===== src/rtl/id_operand_stage_pkg.sv =====
// Shared opcode/funct constants and FSM state encoding for the decode-stage operand fetch.
// Field positions follow the classic MIPS-I instruction layout.
package id_operand_stage_pkg;

    localparam logic [5:0] OP_RTYPE = 6'h00;
    localparam logic [5:0] OP_J     = 6'h02;
    localparam logic [5:0] OP_JAL   = 6'h03;
    localparam logic [5:0] OP_BEQ   = 6'h04;
    localparam logic [5:0] OP_BNE   = 6'h05;
    localparam logic [5:0] OP_LUI   = 6'h0F;
    localparam logic [5:0] OP_SB    = 6'h28;
    localparam logic [5:0] OP_SH    = 6'h29;
    localparam logic [5:0] OP_SW    = 6'h2B;

    localparam logic [5:0] FN_SLL   = 6'h00;
    localparam logic [5:0] FN_SRL   = 6'h02;
    localparam logic [5:0] FN_SRA   = 6'h03;

    typedef enum logic {
        ST_RUN   = 1'b0,
        ST_STALL = 1'b1
    } state_e;

endpackage


===== src/rtl/id_use_decode.sv =====
// Source-register usage decode: reports whether an instruction actually reads rs and/or rt,
// so that hazard detection ignores fields that carry immediates, shift amounts or destinations.
module id_use_decode
    import id_operand_stage_pkg::*;
(
    input  logic [5:0] opcode,
    input  logic [5:0] funct,
    output logic       use_rs,
    output logic       use_rt
);

    // rs is unused by jumps, LUI and constant shifts; rt only read by R-type, branches, stores
    always_comb begin
        use_rs = 1'b1;
        use_rt = 1'b0;
        case (opcode)
            OP_RTYPE: begin
                use_rt = 1'b1;
                if ((funct == FN_SLL) || (funct == FN_SRL) || (funct == FN_SRA)) begin
                    use_rs = 1'b0;
                end else begin
                    use_rs = 1'b1;
                end
            end
            OP_J, OP_JAL, OP_LUI: begin
                use_rs = 1'b0;
            end
            OP_BEQ, OP_BNE, OP_SB, OP_SH, OP_SW: begin
                use_rt = 1'b1;
            end
            default: begin
                use_rs = 1'b1;
                use_rt = 1'b0;
            end
        endcase
    end

endmodule


===== src/rtl/id_operand_stage.sv =====
// Decode-stage operand fetch and ID/EX pipeline register with load-use hazard bubbling
// and a saturating count of inserted load-use bubbles.
module id_operand_stage
    import id_operand_stage_pkg::*;
#(
    parameter int unsigned LU_STALL_CYCLES = 1,
    parameter int unsigned CNT_W           = 32
) (
    input  logic             clk,
    input  logic             resetn,
    input  logic             flush,
    input  logic             ex_stall,
    input  logic             if_valid,
    input  logic [31:0]      if_pc,
    input  logic [31:0]      if_inst,
    output logic [4:0]       raddr1,
    output logic [4:0]       raddr2,
    input  logic [31:0]      rdata1,
    input  logic [31:0]      rdata2,
    input  logic             ex_is_load,
    input  logic [4:0]       ex_load_waddr,
    output logic             stall_req,
    output logic             ex_valid,
    output logic [31:0]      ex_pc,
    output logic [31:0]      ex_inst,
    output logic [31:0]      ex_src1,
    output logic [31:0]      ex_src2,
    output logic [CNT_W-1:0] lu_stall_cnt
);

    localparam logic [1:0]       BUB_INIT = 2'(LU_STALL_CYCLES - 1);
    localparam logic [CNT_W-1:0] CNT_MAX  = {CNT_W{1'b1}};
    localparam logic [CNT_W-1:0] CNT_ONE  = CNT_W'(1);

    state_e           state_r, state_s;
    logic [1:0]       bub_r, bub_s;
    logic             use_rs_s, use_rt_s, hazard_s;
    logic             load_s, bubble_s, inc_s;
    logic             ex_valid_r;
    logic [31:0]      ex_pc_r, ex_inst_r, ex_src1_r, ex_src2_r;
    logic [CNT_W-1:0] cnt_r;

    assign raddr1 = if_inst[25:21];
    assign raddr2 = if_inst[20:16];

    id_use_decode u_use_decode (
        .opcode (if_inst[31:26]),
        .funct  (if_inst[5:0]),
        .use_rs (use_rs_s),
        .use_rt (use_rt_s)
    );

    assign hazard_s = if_valid & ex_is_load & (ex_load_waddr != 5'd0) &
                      ((use_rs_s & (raddr1 == ex_load_waddr)) |
                       (use_rt_s & (raddr2 == ex_load_waddr)));

    assign stall_req = ex_stall | (hazard_s & (state_r == ST_RUN)) | (state_r == ST_STALL);

    // Next-state and ID/EX control; the last STALL cycle captures operands instead of bubbling
    always_comb begin
        state_s  = state_r;
        bub_s    = bub_r;
        load_s   = 1'b0;
        bubble_s = 1'b0;
        inc_s    = 1'b0;
        if (flush) begin
            state_s  = ST_RUN;
            bubble_s = 1'b1;
        end else if (ex_stall) begin
            state_s = state_r;
        end else begin
            case (state_r)
                ST_RUN: begin
                    if (hazard_s) begin
                        state_s  = ST_STALL;
                        bub_s    = BUB_INIT;
                        bubble_s = 1'b1;
                        inc_s    = 1'b1;
                    end else begin
                        load_s = 1'b1;
                    end
                end
                ST_STALL: begin
                    if (bub_r == 2'd0) begin
                        state_s = ST_RUN;
                        load_s  = 1'b1;
                    end else begin
                        bub_s    = bub_r - 2'd1;
                        bubble_s = 1'b1;
                        inc_s    = 1'b1;
                    end
                end
                default: begin
                    state_s  = ST_RUN;
                    bubble_s = 1'b1;
                end
            endcase
        end
    end

    // FSM, ID/EX register and saturating bubble counter
    always_ff @(posedge clk or negedge resetn) begin
        if (!resetn) begin
            state_r    <= ST_RUN;
            bub_r      <= 2'd0;
            ex_valid_r <= 1'b0;
            ex_pc_r    <= 32'd0;
            ex_inst_r  <= 32'd0;
            ex_src1_r  <= 32'd0;
            ex_src2_r  <= 32'd0;
            cnt_r      <= {CNT_W{1'b0}};
        end else begin
            state_r <= state_s;
            bub_r   <= bub_s;
            if (bubble_s) begin
                ex_valid_r <= 1'b0;
            end else if (load_s) begin
                ex_valid_r <= if_valid;
                ex_pc_r    <= if_pc;
                ex_inst_r  <= if_inst;
                ex_src1_r  <= rdata1;
                ex_src2_r  <= rdata2;
            end else begin
                ex_valid_r <= ex_valid_r;
            end
            if (inc_s && (cnt_r != CNT_MAX)) begin
                cnt_r <= cnt_r + CNT_ONE;
            end else begin
                cnt_r <= cnt_r;
            end
        end
    end

    assign ex_valid     = ex_valid_r;
    assign ex_pc        = ex_pc_r;
    assign ex_inst      = ex_inst_r;
    assign ex_src1      = ex_src1_r;
    assign ex_src2      = ex_src2_r;
    assign lu_stall_cnt = cnt_r;

endmodule


===== config.mk =====
export PLATFORM = sky130hd
export DESIGN_NAME = id_operand_stage
export DESIGN_NICKNAME = d
export VERILOG_FILES = /design/src/rtl/id_operand_stage_pkg.sv /design/src/rtl/id_use_decode.sv /design/src/rtl/id_operand_stage.sv
export SDC_FILE = /design/constraint.sdc
export NUM_CORES = 1
export LEC_CHECK = 0
export BUFFER_PORTS_ARGS = -buffer_cell sky130_fd_sc_hd__buf_2
export CAP_MARGIN = 20
export CORE_ASPECT_RATIO = 0.9
export CORE_MARGIN = 2
export CORE_UTILIZATION = 23
export CTS_CLUSTER_DIAMETER = 60
export DETAILED_ROUTE_END_ITERATION = 8
export SYNTH_ARGS = -nofsm -noshare
export SYNTH_HDL_FRONTEND = slang
export SYNTH_SLANG_ARGS = --single-unit

===== constraint.sdc =====
create_clock -name clk -period 1.95 [get_ports clk]
set_input_delay 0.4875 -clock clk [delete_from_list [all_inputs] [get_ports clk]]
set_output_delay 0.4875 -clock clk [all_outputs]
set_load 0.02 [all_outputs]

Word level (Yosys, flattened, before mapping)

Index checks and enable logic that the tools add are counted.
W data, S select, Z words.

Add/subtract/negate cells: 2
Equality and inequality tests: 16
Mux-type cells: 21
Bitwise logic cells: 13
Reductions and logical operators: 12

Operator list:

| cell                    | number |
|---|---|
| $add A32 B1 Y32 const B | 1 |
| $ne A32 B32 Y1 const B  | 1 |
| $eq A6 B2 Y1 const B    | 4 |
| $eq A6 B6 Y1 const B    | 3 |
| $mux W1                 | 15 |
| $eq A6 B3 Y1 const B    | 2 |
| $logic_not A6 Y1        | 2 |
| $eq A5 B5 Y1            | 2 |
| $and A1 B1 Y1           | 6 |
| $eq A6 B4 Y1 const B    | 1 |
| $ne A2 B2 Y1 const B    | 3 |
| $pmux W1 S2             | 3 |
| $reduce_or A6 Y1        | 1 |
| $reduce_bool A5 Y1      | 1 |
| $mux W2                 | 2 |
| $not A1 Y1              | 4 |
| $pmux W2 S2             | 1 |
| $reduce_and A4 Y1       | 1 |
| $or A1 B1 Y1            | 3 |
| $reduce_or A3 Y1        | 1 |
| $logic_not A2 Y1        | 1 |
| $logic_or A1 B1 Y1      | 2 |
| $reduce_and A2 Y1       | 1 |
| $reduce_bool A2 Y1      | 1 |
| 2 further kinds         | 2 |

Flip-flop bits (word level): 164
Bits of input ports: 139

Longest topological paths before layout

Depth after elaboration: 14
Mapped depth: 8
Mapped depth without buffers: 6

Modules after synthesis

Synthesis repeated with hierarchy kept, for this count alone.

Cells, all modules: 486
Area, all modules: 6,784.0 µm²

Modules (own cells, without submodules):

| module           | times used | cells each | area each (µm²) | sequential area each (µm²) |
|---|---|---|---|---|
| id_operand_stage | 1          | 472        | 6,705.2         | 4,103.9 |
| id_use_decode    | 1          | 14         | 78.8            | 0.0 |

Worst setup path before layout

Ideal clock, no wire load.

Kind: in2reg
Start: input ex_load_waddr[1]
End: register ex_inst_r[10] (netlist: ex_inst[10])
Setup time: 0.125 ns
Data arrival time: 2.491 ns
Data required time: 1.825 ns
Setup slack: -0.666 ns
Stages: 8
Cells stage by stage: or4_1 o2111ai_2 or4_1 o221ai_2 or3_1 buf_4 buf_6 mux2_4

Longest elaborated chain between the ends: 10
Elaborated cells between the ends (all ways): 18
Classes of those cells: eq/ne (2); mux (8); bitwise (6); reduce/logical (2)

RTL lines:

| item                             | RTL line                                       | source |
|---|---|---|
| from (decl)                      | id_operand_stage.sv:21                         | `input logic [4:0] ex_load_waddr,` |
| $eq A5 B5 Y1 (on tied branches)  | id_operand_stage.sv:54, id_operand_stage.sv:55 |  |
| $and A1 B1 Y1 (on tied branches) | id_operand_stage.sv:54, id_operand_stage.sv:55 |  |
| $or A1 B1 Y1                     | id_operand_stage.sv:54                         | `((use_rs_s & (raddr1 == ex_load_waddr)) \|` |
| $and A1 B1 Y1 *                  | id_operand_stage.sv:53                         | `assign hazard_s = if_valid & ex_is_load & (ex_load_waddr != 5'd0) &` |
| $mux W1                          | id_operand_stage.sv:74                         | `if (hazard_s) begin` |
| $pmux W1 S2                      | id_operand_stage.sv:72                         | `case (state_r)` |
| $mux W1                          | id_operand_stage.sv:69                         | `end else if (ex_stall) begin` |
| $mux W1                          | id_operand_stage.sv:66                         | `if (flush) begin` |
| $not A1 Y1 (no line)             | n/a                                            |  |
| $reduce_and A2 Y1 (no line) *    | n/a                                            |  |
| to (signal assigned)             | id_operand_stage.sv:120                        | `ex_inst_r <= if_inst;` |
| to (decl)                        | id_operand_stage.sv:40                         | `logic [31:0] ex_pc_r, ex_inst_r, ex_src1_r, ex_src2_r;` |

Every way passes the cells marked *; elsewhere a longest branch is shown, timed or not.
A chain may end at the register's enable or synchronous reset.

Worst setup path after layout

Start: input ex_load_waddr[4]
End: register ex_src1_r[8] (netlist: ex_src1[8])

Longest elaborated chain between the ends: 10
Elaborated cells between the ends (all ways): 18
Classes of those cells: eq/ne (2); mux (8); bitwise (6); reduce/logical (2)

RTL lines:

| item                             | RTL line                                       | source |
|---|---|---|
| $eq A5 B5 Y1 (on tied branches)  | id_operand_stage.sv:54, id_operand_stage.sv:55 |  |
| $and A1 B1 Y1 (on tied branches) | id_operand_stage.sv:54, id_operand_stage.sv:55 |  |
| $or A1 B1 Y1                     | id_operand_stage.sv:54                         |  |
| $and A1 B1 Y1 *                  | id_operand_stage.sv:53                         |  |
| $mux W1                          | id_operand_stage.sv:74                         |  |
| $pmux W1 S2                      | id_operand_stage.sv:72                         |  |
| $mux W1                          | id_operand_stage.sv:69                         |  |
| $mux W1                          | id_operand_stage.sv:66                         |  |
| $not A1 Y1 (no line)             | n/a                                            |  |
| $reduce_and A2 Y1 (no line) *    | n/a                                            |  |
| to (signal assigned)             | id_operand_stage.sv:121                        | `ex_src1_r <= rdata1;` |
| to (decl)                        | id_operand_stage.sv:40                         |  |

Marked as above.

==> results.cfg <==
[clock_tree]
clock_latency_ns = 0.44
clockBufferDepth = 2
root_buffer = clkbuf_16
cts_tree = built
cts_htree_levels = 4
numCtsBuffers = 17
clkTransAtPathRegs_ns = 0.06
cts.sinks = 164

[routing]
wl_per_cell_um = 16.6
drtAntennaViolNets = 0
routed_wl_mm = 21.8
first_pass_iters = 4
drtIter0Drc = 144
vias = 5359
drc = 0
via_per_inst = 4.09

[critical_path]
cp-start-kind = primary input
crit_fanout = 13
arrival_ns = 2.84
required_ns = 2.27
critical_path.endpoint_type = flip-flop
critical_path_class = primary input to flip-flop

[power_and_ir_drop]
ir_drop_v = 0.000572
powerDensity_nw_per_um2 = 996
p_total_uw = 11100
leakagePower_uw = 0.00576

[timing]
fin_skew_ns = 0.00892
finalCritPeriodShare_pct = 129
setup_ws_ns = -0.572
rsz0062_at_grt = yes
fin_crit_ns = 2.52
slew_headroom_pct = 70.4
hold_viol = 0
fmax_mhz = 396
hold_ws_ns = 0.263
slew_viol_final = 0
worst_pin_slew_ns = 0.443
setup_viol = 164

[synthesis]
yosysWarningCount = 0
ys_async_sr_fraction_pct = 100
ys_top_cells_by_area = dfrtp_1 (56%), mux2_4 (21%), xnor2_1 (4.0%)
yosysTopAreaCell = dfrtp_1
post-synth-top-count-cell = dfrtp_1
synth_flop_cell = dfrtp_1
synth-edff-count = 0
synth.top_cell.area_share_pct = 56.4
syn_area_per_cell_um2 = 15.0
ys_seq_area_share_pct = 56.4
synthTopCellsByCount = dfrtp_1 (164), mux2_4 (100), xnor2_1 (33), nand4_1 (23)
syn-cell-area_um2 = 7270
syn-num-nets = 627
netlist_instances = 486
synth_seq_cells = 164
synth.distinct_cells = 36

[worst_hold_path]
holdCritPathClass = primary input to flip-flop

[finish]
fillers = 3057
nNetsFinal = 1028
syn_to_final_growth_pct = 52.6
regArea_um2 = 4110
drive_above_1_share_pct = 65.7
multi_input_area_um2 = 3100

[die]
coreArea_um2 = 31000
fp.dieW_um = 191
fp.dieH_um = 173
die_area_um2 = 33100
rows = 61
start_util_pct = 23.5
io_pins = 311

[placed_design]
dp_hpwl_mm = 15.0
place_congestion = 0.755
io_buffers = 310

[status]
outcome = complete, but fails checks
failed_checks = negative setup slack

[grt]
grt_pass1_vias = 5673
grt_pass1_wl_mm = 33.2
antenna_found_initial = 0
grt_usage_pct = 13.3
overflow = 0
grt_max_degree = 38

[flow_run]
maxCapViolCount = 0
[state kept, by name, indices dropped and copies added, names as in the netlist]
signal        flops
ex_inst          32
ex_pc            32
ex_src1          32
ex_src2          32
lu_stall_cnt     32
bub_r             2
ex_valid          1
state_r           1
[stage by stage]
| stage | cell area, µm² | setup WS (ns) | cells | setup TNS (ns) | utilization [%] |
|---|---|---|---|---|---|
| floorplan | 7310 | -0.649 | 486 | -85.19 | - |
| global placement | 9660 | -0.834 | 1237 | -116.57 | 31.2 |
| detailed placement | 9660 | -0.888 | 1237 | -123.76 | 31.2 |
| CTS | 11000 | -0.588 | 1303 | -67.37 | 35.5 |
| global route | 11100 | -0.630 | 1308 | -80.18 | 35.8 |
| finish | 11100 | -0.572 | 1309 | -71.45 | 35.8 |
[final timing paths]
path / endpoint / depth (start not counted) / startpoint / slack, ns
setup / recovery: ex_src1[8] / 10 / ex_load_waddr[4] / -0.57
hold / removal: ex_src1[12] / 2 / rdata1[12] / 0.26
setup reg to reg: ex_src1[27] / 8 / state_r / -0.35
hold reg to reg: ex_src1[12] / 1 / ex_src1[12] / 0.49
max in group asynchronous: ex_src2[8] / 3 / resetn / 0.76
min in group asynchronous: ex_pc[11] / 2 / resetn / 0.55
[critical path, cell delays in order]
cell	delay [ns]
buf_8	0.10
or4_4	0.54
o2111ai_4	0.23
buf_6	0.14
buf_6	0.09
o221ai_4	0.10
buf_6	0.14
or3_4	0.39
bufbuf_16	0.31
mux2_1	0.31
[per-layer routing]
layer / vias up / routed length (µm) / global-route usage [%]
li1: 2529 / - / -
met1: 2651 / 9810 / 17.1
met2: 169 / 10400 / 21.6
met3: 10 / 1340 / 3.78
met4: 0 / 223 / 3.78
met5: - / 0 / 0
[report_power, final]
part	total, µW	switching (µW)	internal [µW]
clock	3370	1420	1950
sequential	4320	316	4000
combinational	3360	1680	1680
total	11100	3420	7630
[final cells by class]
cell class              count  share of cell area (%)
diodes                      1                  0.0225
clock buffers              19                    4.08
clock inverters            12                    1.19
inverters                   4                   0.135
multi-input cells         289                    27.9
flip-flops and latches    164                    37.0
well taps                 409                    4.61
repair buffers            411                    25.0
[logic make-up after synthesis]
group | Yosys count | synth area share [%]
AOI/OAI and AO/OA | 9 | 1.07
xor gates and xnor gates | 40 | 4.82
adders and majority gates | 2 | 0.344
buffers and inverters | 35 | 3.66
DFF | 164 | 56.4
muxes | 131 | 25.4
and+or+nand+nor | 105 | 8.26
[layout by cell type (no fill, tap or decap), drive strengths merged, types with 5 or more instances in the layout]
cell	Yosys	final
and3	20	20
buf	24	406
clkbuf	7	22
clkinv	0	10
dfrtp	164	164
mux2	130	130
nand2	12	12
nand2b	6	6
nand3	12	12
nand4	23	23
nor2	11	11
or3	3	5
xnor2	33	33
xor2	7	7
[what timing repair did]
action | in CTS | in global routing
gates cloned | 13 | 3
pin swaps | 9 | 2
setup endpoints to repair | 165 | 165
setup buffers | 21 | 7
endpoints found under the hold margin | 29 | 0
hold buffers | 1 | 0
gates resized for setup | 64 | 18
Note: power is estimated with default switching activity, not from simulation.
